$ cat config.mk
export PLATFORM = sky130hd
export DESIGN_NAME = board_tile_renderer
export DESIGN_NICKNAME = d
export VERILOG_FILES = /design/src/rtl/board_tile_renderer.sv
export SDC_FILE = /design/constraint.sdc
export NUM_CORES = 1
export LEC_CHECK = 0
export BUFFER_PORTS_ARGS = -buffer_cell sky130_fd_sc_hd__buf_2
export CAP_MARGIN = 20
export CORE_MARGIN = 4
export CORE_UTILIZATION = 50
export CTS_BUF_LIST = sky130_fd_sc_hd__clkbuf_8
export DETAILED_ROUTE_END_ITERATION = 10
export PLACE_DENSITY = 0.74
export SLEW_MARGIN = 30
export SYNTH_ARGS = -nofsm -noshare
export SYNTH_HDL_FRONTEND = slang
export SYNTH_SLANG_ARGS = --single-unit
$ cat constraint.sdc
create_clock -name clk -period 7.5 [get_ports clk]
set_clock_uncertainty 0.2 [all_clocks]
set_input_delay 0.375 -clock clk [delete_from_list [all_inputs] [get_ports clk]]
set_output_delay 0.375 -clock clk [all_outputs]
set_load 0.05 [all_outputs]
$ cat src/rtl/board_tile_renderer.sv
// Sequences a full 4x4 board redraw: background fill per tile, then a fixed
// window of the selected glyph drawer, with its pixel stream forwarded to VGA.
module board_tile_renderer #(
    parameter int          TILE_SIZE    = 30,
    parameter int          GRID_X0      = 20,
    parameter int          GRID_Y0      = 0,
    parameter int          GLYPH_CYCLES = 111,
    parameter logic [2:0]  BG_COLOUR    = 3'b111,
    parameter logic [2:0]  EMPTY_COLOUR = 3'b000,
    parameter logic [2:0]  FG_COLOUR    = 3'b000
) (
    input  logic        clk,
    input  logic        resetn,
    input  logic        start,
    input  logic [63:0] board,
    output logic        busy,
    output logic        done,
    output logic [7:0]  tile_x,
    output logic [6:0]  tile_y,
    output logic [3:0]  glyph_sel,
    output logic        glyph_en,
    output logic        glyph_rst_n,
    input  logic [7:0]  glyph_x_in,
    input  logic [6:0]  glyph_y_in,
    output logic [7:0]  vga_x,
    output logic [6:0]  vga_y,
    output logic [2:0]  vga_colour,
    output logic        vga_plot
);

    typedef enum logic [2:0] {
        S_IDLE, S_FILL, S_GRST, S_GLYPH, S_NEXT, S_DONE
    } state_t;

    localparam logic [4:0] FX_LAST = 5'(TILE_SIZE - 1);
    localparam logic [6:0] G_LAST  = 7'(GLYPH_CYCLES - 1);
    localparam logic [7:0] X0      = 8'(GRID_X0);
    localparam logic [6:0] Y0      = 7'(GRID_Y0);
    localparam logic [7:0] TS8     = 8'(TILE_SIZE);
    localparam logic [6:0] TS7     = 7'(TILE_SIZE);

    state_t      state_q, state_d;
    logic [3:0]  idx_q, idx_d;
    logic [4:0]  fx_q, fx_d, fy_q, fy_d;
    logic [6:0]  gcnt_q, gcnt_d;
    logic [63:0] snap_q, snap_d;

    always_ff @(posedge clk) begin
        if (!resetn) begin
            state_q <= S_IDLE;
            idx_q   <= '0;
            fx_q    <= '0;
            fy_q    <= '0;
            gcnt_q  <= '0;
            snap_q  <= '0;
        end else begin
            state_q <= state_d;
            idx_q   <= idx_d;
            fx_q    <= fx_d;
            fy_q    <= fy_d;
            gcnt_q  <= gcnt_d;
            snap_q  <= snap_d;
        end
    end

    // Tile origin and value are pure functions of the index, so they hold
    // steady for the whole tile.
    assign tile_x    = X0 + TS8 * {6'd0, idx_q[1:0]};
    assign tile_y    = Y0 + TS7 * {5'd0, idx_q[3:2]};
    assign glyph_sel = snap_q[{idx_q, 2'b00} +: 4];

    always_comb begin
        state_d = state_q;
        idx_d   = idx_q;
        fx_d    = fx_q;
        fy_d    = fy_q;
        gcnt_d  = gcnt_q;
        snap_d  = snap_q;
        unique case (state_q)
            S_IDLE: begin
                if (start) begin
                    snap_d  = board;
                    idx_d   = '0;
                    fx_d    = '0;
                    fy_d    = '0;
                    gcnt_d  = '0;
                    state_d = S_FILL;
                end
            end
            S_FILL: begin
                if (fx_q == FX_LAST) begin
                    fx_d = '0;
                    fy_d = fy_q + 5'd1;
                    if (fy_q == FX_LAST) begin
                        fy_d    = '0;
                        state_d = (glyph_sel == 4'd0) ? S_NEXT : S_GRST;
                    end
                end else begin
                    fx_d = fx_q + 5'd1;
                end
            end
            S_GRST: begin
                gcnt_d  = '0;
                state_d = S_GLYPH;
            end
            S_GLYPH: begin
                gcnt_d = gcnt_q + 7'd1;
                if (gcnt_q == G_LAST) begin
                    gcnt_d  = '0;
                    state_d = S_NEXT;
                end
            end
            S_NEXT: begin
                fx_d   = '0;
                fy_d   = '0;
                gcnt_d = '0;
                if (idx_q == 4'd15) begin
                    state_d = S_DONE;
                end else begin
                    idx_d   = idx_q + 4'd1;
                    state_d = S_FILL;
                end
            end
            S_DONE:  state_d = S_IDLE;
            default: state_d = S_IDLE;
        endcase
    end

    always_comb begin
        busy       = 1'b0;
        done       = 1'b0;
        glyph_en   = 1'b0;
        vga_plot   = 1'b0;
        vga_x      = '0;
        vga_y      = '0;
        vga_colour = '0;
        unique case (state_q)
            S_FILL: begin
                busy       = 1'b1;
                vga_plot   = 1'b1;
                vga_x      = tile_x + {3'd0, fx_q};
                vga_y      = tile_y + {2'd0, fy_q};
                vga_colour = (glyph_sel == 4'd0) ? EMPTY_COLOUR : BG_COLOUR;
            end
            S_GLYPH: begin
                busy       = 1'b1;
                glyph_en   = 1'b1;
                vga_plot   = 1'b1;
                vga_x      = glyph_x_in;
                vga_y      = glyph_y_in;
                vga_colour = FG_COLOUR;
            end
            S_GRST, S_NEXT: busy = 1'b1;
            S_DONE:         done = 1'b1;
            default: ;
        endcase
    end

    assign glyph_rst_n = resetn & (state_q != S_GRST);

endmodule

==> impl_metrics.tcl <==
set metrics [dict create \
    status "finished clean" \
    drt_iter0_drc 221 \
    synth_top_area_share 0.3630 \
    maxCapViolCount 0 \
    crit_top_cell "inv_1" \
    cp_cell_sequence "buf_4, inv_1, ha_1, inv_1, maj3_1, a21o_1, a21oi_1, or4bb_1, nand3_1, buf_2" \
    cellPowerDensity_mw_per_mm2 186.6 \
    antenna_found_initial 0 \
    overflow 0 \
    dp_hpwl_mm 8.337 \
    drc_errors 0 \
    die_h_um 106.5 \
    worst_path_max_delay_cell "or4bb_1" \
    drtPass1Iterations 4 \
    yosysSeqAreaShare 0.3630 \
    grt_setup_unrepaired "no" \
    grt_pass1_vias 4031 \
    clock.fmax_mhz 278.0 \
    synth_warnings 0 \
    num_antenna_cells 0 \
    holdBufCountCts 0 \
    path_class "register to output port" \
    fp.dieW_um 106.5 \
    start_kind "register" \
    wl_mm 11.25 \
    clock_path_buffers 2 \
    syn_area_mm2 0.004853 \
    hold_class "input pin to register" \
    start_util 0.5203 \
    finalCritPeriodShare 0.4797 \
    post-cts-setup-buffers 0 \
    slew_headroom 0.5370 \
    syn2layout_area_growth_pct 16.01 \
    antenna_left 0 \
    ctsRootBufferMaster "clkbuf_8" \
    synth_most_common_cell "nand2_1" \
    dieArea_mm2 0.01135 \
    avgSynthCellArea_um2 8.397 \
    synth_area_leader_cell "dfxtp_1" \
    ys_top_cells_by_area "dfxtp_1 36%, nand2_1 12%, a21boi_0 10%, mux4_2 7.4%, ha_1 6.2%" \
    track_usage 0.1963 \
    cts-htree-levels 3 \
    yosys_register_bits 88 \
    drive_above_1_share 0.2408 \
    synth_cell_types 47 \
    ir_drop_v 0.0001107 \
    slew_violations 0 \
    vias 4206 \
    hold_violations 0 \
    syn_inst 578 \
    cts_buffers 9 \
    p_leak_nw 2.424 \
    cts_tree "done" \
    postCtsResizedCells 0 \
    cp_max_fo 24 \
    rows 35 \
    clock_latency_ns 0.35 \
    timing.final.crit_period_ns 3.597 \
    slowest_delay_ns 0.50 \
    ys.flop_type "dfxtp_1" \
    ios 124 \
    layout.nets 779 \
    core_region_area_mm2 0.009328 \
    ys_async_sr_fraction 0 \
    tns_ns 0 \
    viasPerCell 5.218 \
    gp_congestion 0.8989 \
    report.power.total_w 0.001051 \
    clkSlewWorstSetupHoldPaths_ns 0.09 \
    clock_sinks 88 \
    tightest_slew_ns 0.6837 \
    synth_edf_count 0 \
    arrival_ns 3.02 \
    wl_per_cell_um 13.96 \
    synthTopCellsByCount "157 x nand2_1, 88 x dfxtp_1, 66 x a21boi_0, 33 x nor2_1, 25 x clkbuf_1" \
    required_ns 6.92 \
    io_buffer_count 121 \
    endpoint_kind "output port" \
    setup_viol 0 \
    grt_pass1_wl_mm 18.38 \
    grt_max_degree 79 \
]
==> through the flow <==
stage,setup WS (ns),utilization,hold WS [ns],cell area (um2),std cells
6_report,3.903,0.6036,0.06708,5630,806
5_1_grt,3.532,0.6036,0.05200,5630,806
4_1_cts,3.882,0.6032,0.05156,5627,806
3_5_place_dp,4.272,0.5850,0.2578,5456,790
3_3_place_gp,4.031,0.5848,0.2487,5455,790
2_1_floorplan,3.751,-,0.2402,4857,579
==> cell usage in the layout, fill, tap and decap left out, types with 2 or more instances in the layout <==
cell type and n:
o21ai_0 8, xor2_1 12, inv_6 2, mux2i_1 11, nand3_1 12, buf_2 121
a21o_1 2, conb_1 2, xnor2_1 10, o31a_1 2, dfxtp_1 87, buf_4 4
nor3_1 4, nor2b_1 6, and2_1 5, a22o_1 2, a22oi_1 4, ha_1 24
mux4_2 16, nand2b_1 2, a21boi_0 66, nor2_1 33, nand3_2 3, nand2_1 157
clkbuf_8 9, a21oi_1 15, clkinv_2 4, or3_1 2, inv_1 21, nand4_1 11
==> worst paths after layout <==
path	start	to	slack [ns]	cells past startpoint
worst max register to register	state_q[2]	state_q[1]	4.74	8
worst max-delay path	idx_q[0]	vga_x[6]	3.90	10
worst min register to register	snap_q[44]	snap_q[44]	0.27	2
worst min-delay path	board[43]	snap_q[43]	0.07	3
==> area by class of cell <==
type,instances,area [um2]
Fill cell,868,3697
Multi-Input combinational cell,427,2821
Sequential cell,88,1763
Timing Repair Buffer,125,635.6
Tap cell,129,161.4
Clock buffer,9,123.9
Inverter,21,78.83
Clock inverter,7,46.29
==> state kept, by name, indices dropped and copies added, names as in the netlist <==
signal / count
state_q: 3
snap_q: 64
fx_q: 5
fy_q: 5
idx_q: 4
gcnt_q: 7
==> routing by layer <==
layer | part of all wire | GRT usage
met2 | 0.48 | 0.3367
met1 | 0.44 | 0.2464
met5 | 0 | 0
met3 | 0.072 | 0.04068
met4 | 0.0075 | 0.06484
==> worst max-delay path, delay by kind of cell, from the launching register on <==
| kind | cells | cell delay (ns) |
|---|---|---|
| buf+inv | 4 | 0.93 |
| fa+ha+maj | 2 | 0.59 |
| simple gates | 2 | 0.59 |
| flops | 1 | 0.33 |
| compound gates | 2 | 0.24 |
==> power by group <==
part,internal (W),leakage (nW),total (W),switching [W]
sequential,0.000502,0.720,0.000524,0.0000225
clock,0.000121,0.0935,0.000289,0.000168
combinational,0.0000826,1.61,0.000238,0.000155
total,0.000705,2.42,0.00105,0.000346
==> kinds of logic after synthesis <==
kind of cell    share of synthesized area
fa+ha+maj                         0.06806
compound gates                     0.1601
xor+xnor                          0.03970
other cells                     0.0007727
mux                               0.09693
simple gates                       0.2129
flops                              0.3630
buf+inv                           0.05852
Note: power is estimated with default switching activity, not from simulation.
